File: src/rtl/video_in_capture.sv
// Video input capture: registers a sync/blank/RGB stream, measures its
// geometry and forwards pixel coordinates once HDISP x VDISP is locked.
module video_in_capture #(
    parameter int HDISP = 800,
    parameter int VDISP = 480
) (
    input  logic        pixel_clk,
    input  logic        pixel_rst_n,
    input  logic        vid_hs,
    input  logic        vid_vs,
    input  logic        vid_blank,
    input  logic [23:0] vid_rgb,
    output logic        pix_valid,
    output logic [11:0] pix_x,
    output logic [11:0] pix_y,
    output logic [23:0] pix_rgb,
    output logic        pix_sof,
    output logic        pix_eol,
    output logic        locked,
    output logic [11:0] meas_h,
    output logic [11:0] meas_v,
    output logic [7:0]  err_count
);

    localparam logic [11:0] HD    = 12'(HDISP);
    localparam logic [11:0] VD    = 12'(VDISP);
    localparam logic [11:0] HLAST = 12'(HDISP - 1);
    localparam logic [11:0] CMAX  = 12'hFFF;

    typedef enum logic [1:0] {
        SEARCH,
        MEASURE,
        LOCKED
    } state_t;

    state_t      state, state_nx;
    logic        hs_r, vs_r, blank_r;
    logic [23:0] rgb_r;
    logic        vs_p, blank_p;
    logic [11:0] col, row;

    logic        fs, ls, le;
    logic [11:0] col_cur, row_cur;
    logic        v_pix, v_short, v_extra, v_fsmid, v_hs;
    logic        v_any, v_lock;
    logic        err_inc, accept;

    always_comb begin
        fs      = vs_p & ~vs_r;
        ls      = ~blank_p & blank_r;
        le      = blank_p & ~blank_r;
        col_cur = ls ? 12'd0 : col;
        row_cur = fs ? 12'd0 : row;
        v_pix   = blank_r && (col_cur == HD);
        v_short = le && (col < HD);
        v_extra = ls && (row_cur == VD);
        // a frame start that lands on a line start is legal (row 0)
        v_fsmid = fs && blank_r && blank_p;
        v_hs    = blank_r && !hs_r;
        v_any   = v_pix | v_short | v_extra | v_fsmid | v_hs;
        v_lock  = v_any | (fs && (row != VD));
    end

    always_comb begin
        state_nx = state;
        err_inc  = 1'b0;
        unique case (state)
            SEARCH: begin
                if (fs) state_nx = MEASURE;
            end
            MEASURE: begin
                if (v_any)
                    state_nx = SEARCH;
                else if (fs)
                    state_nx = (row == VD) ? LOCKED : SEARCH;
            end
            LOCKED: begin
                if (v_lock) begin
                    state_nx = SEARCH;
                    err_inc  = 1'b1;
                end
            end
            default: state_nx = SEARCH;
        endcase
        accept = (state_nx == LOCKED) && blank_r;
    end

    always_ff @(posedge pixel_clk) begin
        if (!pixel_rst_n) begin
            state     <= SEARCH;
            hs_r      <= 1'b1;
            vs_r      <= 1'b1;
            blank_r   <= 1'b0;
            rgb_r     <= '0;
            vs_p      <= 1'b1;
            blank_p   <= 1'b0;
            col       <= '0;
            row       <= '0;
            meas_h    <= '0;
            meas_v    <= '0;
            err_count <= '0;
            locked    <= 1'b0;
            pix_valid <= 1'b0;
            pix_sof   <= 1'b0;
            pix_eol   <= 1'b0;
            pix_x     <= '0;
            pix_y     <= '0;
            pix_rgb   <= '0;
        end else begin
            state   <= state_nx;
            hs_r    <= vid_hs;
            vs_r    <= vid_vs;
            blank_r <= vid_blank;
            rgb_r   <= vid_rgb;
            vs_p    <= vs_r;
            blank_p <= blank_r;
            if (blank_r)
                col <= (col_cur == CMAX) ? col_cur : col_cur + 12'd1;
            if (fs)
                row <= '0;
            else if (le && row != CMAX)
                row <= row + 12'd1;
            if (le) meas_h <= col;
            if (fs) meas_v <= row;
            if (err_inc && err_count != 8'hFF)
                err_count <= err_count + 8'd1;
            locked    <= (state_nx == LOCKED);
            pix_valid <= accept;
            pix_sof   <= accept && col_cur == 12'd0 && row_cur == 12'd0;
            pix_eol   <= accept && col_cur == HLAST;
            if (accept) begin
                pix_x   <= col_cur;
                pix_y   <= row_cur;
                pix_rgb <= rgb_r;
            end
        end
    end

endmodule

File: config.mk
export PLATFORM = sky130hd
export DESIGN_NAME = video_in_capture
export DESIGN_NICKNAME = d
export VERILOG_FILES = /design/src/rtl/video_in_capture.sv
export SDC_FILE = /design/constraint.sdc
export NUM_CORES = 1
export LEC_CHECK = 0
export CORE_ASPECT_RATIO = 0.9
export CORE_UTILIZATION = 51
export CTS_CLUSTER_DIAMETER = 80
export DETAILED_ROUTE_END_ITERATION = 10
export GPL_TIMING_DRIVEN = 1
export PLACE_DENSITY = 0.79
export SYNTH_ARGS = -nofsm -noshare
export SYNTH_HDL_FRONTEND = slang
export SYNTH_SLANG_ARGS = --single-unit
export TNS_END_PERCENT = 50
File: constraint.sdc
create_clock -name pixel_clk -period 4.2 [get_ports pixel_clk]
set_clock_uncertainty 0.2 [all_clocks]
set_input_delay 0.84 -clock pixel_clk [delete_from_list [all_inputs] [get_ports pixel_clk]]
set_output_delay 0.84 -clock pixel_clk [all_outputs]
set_load 0.02 [all_outputs]
==> reports/results.ini, run 1 <==
[status]
status = finished, violations left
violations = DRC

[floorplan]
dieArea_um2 = 11310
die_h_um = 101
die_x_um = 112
core_um2 = 10420
start_util = 0.5329
num_io_pins = 113
rows = 35

[routing]
wl_um = 13170
dr.pass1.iters = 8
ant_nets = 0
vias = 4732
drtIter0Drc = 302
drc = 6
wire_per_inst_um = 15.10
viasPerCell = 5.427

[synth]
synth_nets = 673
ys_types = 49
yosys_warnings = 0
synthFlopType = dfxtp_1
avgSynthCellArea_um2 = 8.692
netlist_area_um2 = 5554
yosys_register_bits = 139
synth-edff-count = 0
syn_inst = 639
synth-seq-area-share = 0.5010
synthArstFlopShare = 0
synth_top_area_frac = 0.5010
synth_largest_area_cell = dfxtp_1
synthTopCellsByArea = dfxtp_1 (50%), nand2_1 (8.2%), nand3_1 (6.2%), o21ai_0 (3.8%), and2_1 (3.5%)

[sta]
setup_violations = 0
min_period_over_period = 0.7419
finalHoldViolations = 0
period_needed_ns = 3.116
fmax_mhz = 320.9
setup-tns-final_ns = 0
slew_headroom = 0.3255
rsz0062_at_grt = no
slew_violations = 0
tightest_slew_ns = 1.010
setup_slack_ns = 1.084

[finish]
stdcell_count = 872
num_antenna_cells = 0
drive_above_1_share = 0.06057
final_net_count = 764
area_growth_pct = 31.07
nFillCells = 824

[job]
maxCapViolCount = 0

[grt]
grt_pass1_vias = 4664
grt_first_pass_wirelength_um = 21750
grt_usage = 0.2428
overflow = 0
grt_max_degree = 68
antenna_found_initial = 0

[cts]
post_cts_resized = 0
cts_tree = built
clock_sinks = 139
cts_setup_buffers = 0
clk_pin_slew_ns = 0.06
cts_buffers = 17
cts_hold_buf = 0
htreeDepth = 4
clk_latency_ns = 0.42
clockBufferDepth = 2
cts_root_buf = clkbuf_16

[setup_path]
r2r-start = blank_r
critPathCaptureType = flop
worstPathArrival_ns = 3.20
crit_path_start = blank_r
worst_setup_path_start_kind = flop
cp.required_ns = 4.28
regToRegSetupSlack_ns = 1.08
regToRegEndpoint = pix_y[2]
cp_max_fo = 55
rr_worst_depth = 7
worstSetupPathType = reg -> reg

[power]
p_total_mw = 3.073
p_per_area_nw_per_um2 = 422.2
ir_drop_mv = 0.3846
power_leakage_nw = 2.606

[place]
dp_hpwl_um = 8860
numPortBuffers = 112
dp_slack_ns = 1.168
dp_cells = 840
gp_congestion = 0.9377

[hold_path]
hp-start = rgb_r[6]
worstHoldPathCells = 2
hp-class = reg -> reg
min_to = pix_rgb[6]

## flip-flops by register name, indices dropped and copies added, names as in the netlist, 2 cells and up
register and cells:
col 12, err_count 8, meas_h 12, meas_v 12, pix_rgb 24, pix_x 12, pix_y 12, rgb_r 24
row 12, state 2
## layout by cell type, fill, tap and decap left out, drive strengths merged, types with 2 or more instances in the layout
| cell type | synthesis | layout |
|---|---|---|
| bufinv | 0 | 4 |
| nor2 | 24 | 24 |
| nor2b | 7 | 7 |
| nand2 | 122 | 122 |
| clkdlybuf4s50 | 0 | 111 |
| and2 | 31 | 31 |
| xnor2 | 8 | 8 |
| o21ai | 55 | 55 |
| o31ai | 6 | 6 |
| or3 | 5 | 5 |
| dfxtp | 139 | 139 |
| clkbuf | 30 | 22 |
| or4b | 2 | 2 |
| clkinvlp | 0 | 3 |
| and3 | 12 | 12 |
| and4 | 3 | 3 |
| buf | 16 | 7 |
| xor2 | 4 | 4 |
| clkinv | 0 | 2 |
| nand4 | 6 | 6 |
| nand2b | 8 | 8 |
| o311a | 3 | 3 |
| inv | 13 | 14 |
| a21oi | 6 | 6 |
| ha | 5 | 5 |
| nand3 | 69 | 69 |
| a21boi | 26 | 26 |
| a41oi | 2 | 2 |
| nor4 | 3 | 3 |
| mux2i | 9 | 9 |
| o211ai | 2 | 2 |
| nor3 | 5 | 5 |
| or4 | 8 | 8 |
## per-stage QoR
stage / instance area (µm²) / utilization / hold WS [ns]
global route: 7279 / 0.6984 / 0.2581
CTS: 7279 / 0.6984 / 0.2295
detailed placement: 6634 / 0.6365 / 0.2208
global placement: 6634 / 0.6365 / 0.2152
floorplan: 5554 / - / 0.2139
finish: 7279 / 0.6984 / 0.2295
## cell usage after synthesis (3+ instances only)
cell      instances
or3_1             5
nand2_1         122
and4_1            3
buf_6             3
nor2_1           23
nand2b_1          8
o21ai_1          13
nor2b_1           7
o21ai_0          42
or4_1             6
clkbuf_1         28
dfxtp_1         139
mux2i_1           9
a21oi_1           6
nor3_1            5
inv_1            13
a21boi_0         24
and3_1           12
nor4_1            3
and2_1           31
ha_1              5
o31ai_1           6
buf_8             3
xnor2_1           8
nand4_1           5
o311a_1           3
xor2_1            4
nand3_1          69
buf_2             8
## worst max-delay path: stages (launching register included)
cell and delay [ns]:
dfxtp_1 0.60, nand2b_1 0.51, o32a_1 0.25, o311a_1 0.26
nand4_4 0.55, buf_12 0.41, nand3_1 0.11, o31ai_1 0.08
## power by group
part / internal, mW / switching, mW
clock: 1.06 / 0.551
sequential: 1.34 / 0.00987
combinational: 0.0526 / 0.0655
total: 2.45 / 0.627
## metal layers
metal / GRT usage / routed length, µm / vias to the layer above
met1: 0.2823 / 5687 / 2223
met3: 0.04750 / 537 / 25
met5: 0 / 0 / -
li1: - / - / 2366
met2: 0.4290 / 6607 / 118
met4: 0.1251 / 334 / 0
## worst max-delay path by stage
stage / to / slack (ns) / cells after the start
6_report: pix_y[2] / 1.08 / 7
5_1_grt: pix_y[2] / 0.82 / 6
4_1_cts: pix_y[7] / 1.09 / 7
3_5_place_dp: pix_y[4] / 1.17 / 7
3_3_place_gp: pix_y[1] / 1.24 / 7
2_1_floorplan: col[3] / 1.30 / 12
## kinds of logic after synthesis
group / Yosys count / share of synthesized area
DFF: 139 / 0.5010
and+or+nand+nor: 307 / 0.2735
AOI/OAI and AO/OA: 108 / 0.1239
adders and majority gates: 5 / 0.01126
xor gates and xnor gates: 12 / 0.01892
buffers and inverters: 59 / 0.05519
muxes: 9 / 0.01622
## area by class of cell
type | count | area (µm²) | area share
flip-flops and latches | 139 | 2783 | 0.3823
well taps | 129 | 161.4 | 0.02217
inverters | 13 | 48.80 | 0.006703
repair buffers | 118 | 1176 | 0.1616
multi-input cells | 441 | 2465 | 0.3386
clock buffers | 22 | 484.2 | 0.06652
clock inverters | 10 | 161.4 | 0.02217
Power figures use the tool's default switching activity.
==> inputs of run 2 (changes only) <==
- clock period: 4.2 -> 3.04 ns (I/O delays scaled with it)
==> reports/results.ini, run 2 (synthesis gave the netlist of run 1 again) <==
[power]
power_switching_mw = 0.8549  ; +36%
pwr-share-comb = 0.042  ; +0.004
p_per_area_nw_per_um2 = 560.4  ; +33%
power_leakage_nw = 2.622  ; +0.58%
p_sw_frac = 0.2095  ; +0.005569
ir_drop_mv = 0.5198  ; +35%
p_total_mw = 4.081  ; +33%
p_int_mw = 3.226  ; +32%
pwr-share-seq = 0.455  ; +0.017
clkPwrFrac = 0.503  ; -0.020

[status]
violations = DRC
status = finished, violations left

[setup_path]
worst_setup_path_start_kind = flop
r2r-start = col[11]
regToRegEndpoint = pix_y[4]
critPathCaptureType = flop
cp_max_fo = 96  ; +75%
cp.required_ns = 3.16  ; -1.12 ns
regToRegSetupSlack_ns = 0.23  ; -0.85 ns
worstSetupPathType = reg -> reg
worstPathArrival_ns = 2.93  ; -0.27 ns
rr_worst_depth = 7  ; unchanged

[grt]
grt_pass1_vias = 4482  ; -3.9%
use_met1 = 0.2850  ; +0.002647
grt_first_pass_wirelength_um = 21170  ; -2.7%
antenna_found_initial = 0  ; unchanged
grt_max_degree = 102  ; +50%
grt_usage = 0.2366  ; -0.006269
grt_use_met3 = 0.06855  ; +0.02105
overflow = 0  ; unchanged
met2_usage = 0.3927  ; -0.03631
busiest_layer = met2

[finish]
final_net_count = 770  ; +0.79%
final_cell_mix = dfxtp_1 (139), nand2_1 (122), clkdlybuf4s50_1 (111)
final_common_cell = dfxtp_1
num_antenna_cells = 0  ; unchanged
area_growth_pct = 31.11  ; about the same
nFillCells = 813  ; -1.3%
largest_registers = pix_rgb (24), rgb_r (24)
drive_above_1_share = 0.06684  ; +0.006280

[sta]
fmax_mhz = 355.8  ; +11%
rsz0062_at_grt = no
setup_violations = 0  ; unchanged
tightest_slew_ns = 0.5885  ; -0.4211 ns
worst_hold_slack_ns = 0.2286  ; -0.0008970 ns
setup_slack_ns = 0.2294  ; -0.8545 ns
slew_headroom = 0.6041  ; +0.2785
setup-tns-final_ns = 0  ; unchanged
period_needed_ns = 2.811  ; -0.3055 ns
min_period_over_period = 0.9246  ; +0.1826
finalHoldViolations = 0  ; unchanged
slew_violations = 0  ; unchanged

[floorplan]
die_x_um = 112  ; unchanged
rows = 35  ; unchanged
die_h_um = 101  ; unchanged
num_io_pins = 113  ; unchanged
dieArea_um2 = 11310  ; unchanged
core_um2 = 10420  ; unchanged
start_util = 0.5329  ; unchanged

[hold_path]
min_to = pix_rgb[19]
hp-class = reg -> reg
worstHoldPathCells = 2  ; unchanged
hp-start = rgb_r[19]

[cts]
clock_sinks = 139  ; unchanged
cts_setup_buffers = 0  ; unchanged
clk_latency_ns = 0.41  ; about the same
clk_pin_slew_ns = 0.06  ; about the same
cts_root_buf = clkbuf_16
clockBufferDepth = 2  ; unchanged
htreeDepth = 4  ; unchanged
post_cts_resized = 0  ; unchanged
cts_buffers = 17  ; unchanged
cts_hold_buf = 0  ; unchanged
cts_tree = built

[routing]
viasPerCell = 5.433  ; +0.12%
wl_um = 12760  ; -3.1%
dr.pass1.iters = 9  ; +1
vias = 4765  ; +0.70%
drc = 5  ; -1
ant_nets = 0  ; unchanged
wire_per_inst_um = 14.55  ; -3.7%
drtIter0Drc = 336  ; +11%

[place]
numPortBuffers = 112  ; unchanged
dp_hpwl_um = 8558  ; -3.4%
dp_slack_ns = 0.2757  ; -0.8924 ns
gp_congestion = 0.9680  ; +3.2%

[job]
maxCapViolCount = 0  ; unchanged

-- run 2: cell types whose count changed in the layout (fill, tap and decap cells not counted), sizes merged --
cell / change
clkinvlp: -1
buf: +6
clkinv: +4
bufinv: -1
clkbuf: -3
-- run 2: per-stage QoR --
step / utilization / std cells / instance area [µm²]
3_5_place_dp: 0.6420 / 846 / 6691
4_1_cts: 0.6987 / 877 / 7282
3_3_place_gp: 0.6420 / 846 / 6691
2_1_floorplan: - / 639 / 5554
5_1_grt: 0.6987 / 877 / 7282
6_report: 0.6987 / 877 / 7282
-- run 2: layer usage --
metal  vias up  part of all wire
li1       2373                 -
met1      2217              0.43
met2       148              0.49
met3        27             0.051
met4         0             0.025
met5         -                 0
-- run 2: how the worst max path moves through the flow --
stage | from | end | slack [ns] | cells past startpoint
2_1_floorplan | blank_p | col[3] | 0.14 | 12
5_1_grt | row[11] | pix_y[4] | 0.08 | 7
3_5_place_dp | col[11] | pix_rgb[4] | 0.28 | 7
6_report | col[11] | pix_y[4] | 0.23 | 7
4_1_cts | col[11] | pix_y[4] | 0.25 | 7
3_3_place_gp | col[11] | pix_y[2] | 0.35 | 7
-- run 2: critical path: stages, from the launching register on --
cell     delay (ns)
dfxtp_1        0.39
or4_4          0.56
or4_4          0.46
o311a_1        0.40
nand4_4        0.12
buf_12         0.30
nand3_1        0.12
o21ai_0        0.12
-- run 2: layout make-up --
cell class              count  area, µm²  area share
flip-flops and latches    139       2783      0.3821
multi-input cells         441       2465      0.3385
repair buffers            124       1234      0.1694
clock buffers              19      442.9     0.06082
well taps                 129      161.4     0.02216
clock inverters            12      147.6     0.02027
inverters                  13      48.80    0.006701
-- run 2: power by group through the flow --
stage	registers [mW]	logic [mW]	clock network (mW)
after floorplan	1.90	0.108	0
after global placement	1.89	0.166	0
after detailed placement	1.90	0.170	0
after CTS	1.86	0.171	2.08
after global routing	1.86	0.189	2.18
final	1.86	0.171	2.05
==> inputs of run 3 (changes only) <==
- CAP_MARGIN: unset -> 20
- PLACE_DENSITY: 0.79 -> 0.81
==> reports/results.ini, run 3 (synthesis gave the netlist of run 1 again) <==
[setup_path]
worstSetupPathType = reg -> reg
cp_max_fo = 28  ; -71%
crit_chain = or4_4, or4_4, o311a_1, nand4_4, buf_12, nand3_1, o21ai_0
cpPeakStageDelay_ns = 0.52  ; -0.04 ns
r2r-start = col[7]
crit_path_start = col[7]
cp.required_ns = 3.17  ; about the same
worst_setup_path_start_kind = flop
path_common_cell = or4_4
critPathCaptureType = flop
slowest_stage = or4_4
worstPathArrival_ns = 2.93  ; about the same

[power]
p_sw_frac = 0.2176  ; +0.008130
power_switching_mw = 0.8934  ; +4.5%
p_int_mw = 3.212  ; -0.44%
pwr-share-comb = 0.042  ; about the same
power_leakage_nw = 2.662  ; +1.5%
clkPwrFrac = 0.505  ; +0.002
p_total_mw = 4.105  ; +0.59%
ir_drop_mv = 0.3584  ; -31%
pwr-share-seq = 0.452  ; -0.003
p_per_area_nw_per_um2 = 557.1  ; -0.59%

[cts]
cts_root_buf = clkbuf_16
cts_hold_buf = 0  ; unchanged
cts_buffers = 17  ; unchanged
cts_setup_buffers = 0  ; unchanged
htreeDepth = 4  ; unchanged
post_cts_resized = 0  ; unchanged
cts_tree = built
clockBufferDepth = 2  ; unchanged
clk_latency_ns = 0.41  ; about the same
clock_sinks = 139  ; unchanged
clk_pin_slew_ns = 0.06  ; about the same

[place]
placed_area_um2 = 6769  ; +1.2%
dp_hpwl_um = 8991  ; +5.1%
numPortBuffers = 112  ; unchanged
dp_cells = 853  ; +0.83%
gp_congestion = 0.8909  ; -8.0%

[floorplan]
start_util = 0.5329  ; unchanged
die_h_um = 101  ; unchanged
rows = 35  ; unchanged
num_io_pins = 113  ; unchanged
dieArea_um2 = 11310  ; unchanged
core_um2 = 10420  ; unchanged
die_x_um = 112  ; unchanged

[grt]
overflow = 0  ; unchanged
grt_first_pass_wirelength_um = 21790  ; +2.9%
grt_pass1_vias = 4518  ; +0.80%
antenna_found_initial = 0  ; unchanged
grt_usage = 0.2435  ; +0.006923
grt_max_degree = 106  ; +3.9%

[sta]
min_period_over_period = 0.9228  ; -0.001777
setup_violations = 0  ; unchanged
period_needed_ns = 2.805  ; -0.005402 ns
tightest_slew_ns = 0.5368  ; -0.05164 ns
finalHoldViolations = 0  ; unchanged
rsz0062_at_grt = no
setup-tns-final_ns = 0  ; unchanged
slew_violations = 0  ; unchanged
fmax_mhz = 356.5  ; +0.19%
slew_headroom = 0.6397  ; +0.03564

[status]
violations = DRC
status = finished, violations left

[finish]
drive_above_1_share = 0.07804  ; +0.01120
largest_registers = pix_rgb (24), rgb_r (24)
stdcell_count = 885  ; +0.91%
area_growth_pct = 32.67
fin_area_um2 = 7368  ; +1.2%
num_antenna_cells = 0  ; unchanged
final_net_count = 777  ; +0.91%
final_cell_mix = dfxtp_1 (139), nand2_1 (122), clkdlybuf4s50_1 (111)
final_common_cell = dfxtp_1

[routing]
wl_um = 13410  ; +5.1%
dr.pass1.iters = 8  ; -1
vias = 4776  ; +0.23%
viasPerCell = 5.397  ; -0.68%
ant_nets = 0  ; unchanged
drtIter0Drc = 272  ; -19%
drc = 6  ; +1
wire_per_inst_um = 15.15  ; +4.2%

[hold_path]
hp-start = rgb_r[13]
hp-class = reg -> reg

[job]
maxCapViolCount = 0  ; unchanged

## run 3: critical path: cells and delay by family, from the launching register on
kind / cells / cell delay, ns
simple gates: 4 / 1.39
compound gates: 2 / 0.51
flops: 1 / 0.40
buf+inv: 1 / 0.21
## run 3: stage by stage
step | setup slack, ns | hold WS [ns] | utilization
6_report | 0.2348 | 0.2316 | 0.7070
3_3_place_gp | 0.3773 | 0.2166 | 0.6495
3_5_place_dp | 0.3021 | 0.2213 | 0.6495
4_1_cts | 0.2395 | 0.2323 | 0.7070
5_1_grt | 0.04602 | 0.2527 | 0.7070
2_1_floorplan | 0.1423 | 0.2139 | -
## run 3: layout make-up
class / count / area, µm²
Fill cell: 810 / 3054
Sequential cell: 139 / 2783
Multi-Input combinational cell: 441 / 2465
Timing Repair Buffer: 131 / 1311
Clock buffer: 17 / 425.4
Clock inverter: 15 / 173.9
Tap cell: 129 / 161.4
Inverter: 13 / 48.80
## run 3: worst paths after layout
check / endpoint / cells after the start / slack, ns
setup / recovery: pix_rgb[2] / 7 / 0.23
hold / removal: pix_rgb[13] / 2 / 0.23
setup reg to reg: pix_rgb[2] / 7 / 0.23
hold reg to reg: pix_rgb[13] / 2 / 0.23
## run 3: per-layer routing
| layer | vias to the layer above | wire [µm] | share of wire | GRT usage |
|---|---|---|---|---|
| li1 | 2387 | - | - | - |
| met1 | 2226 | 5882 | 0.44 | 0.2994 |
| met4 | 0 | 197 | 0.015 | 0.1108 |
| met2 | 143 | 6763 | 0.50 | 0.4200 |
| met5 | - | 0 | 0 | 0 |
| met3 | 20 | 567 | 0.042 | 0.04330 |
## run 3: power by group through the flow
stage	clock (mW)	sequential, mW	combinational (mW)
final	2.07	1.86	0.174
after detailed placement	0	1.90	0.172
after floorplan	0	1.90	0.108
after global placement	0	1.90	0.167
after global routing	2.18	1.86	0.192
after CTS	2.09	1.86	0.174
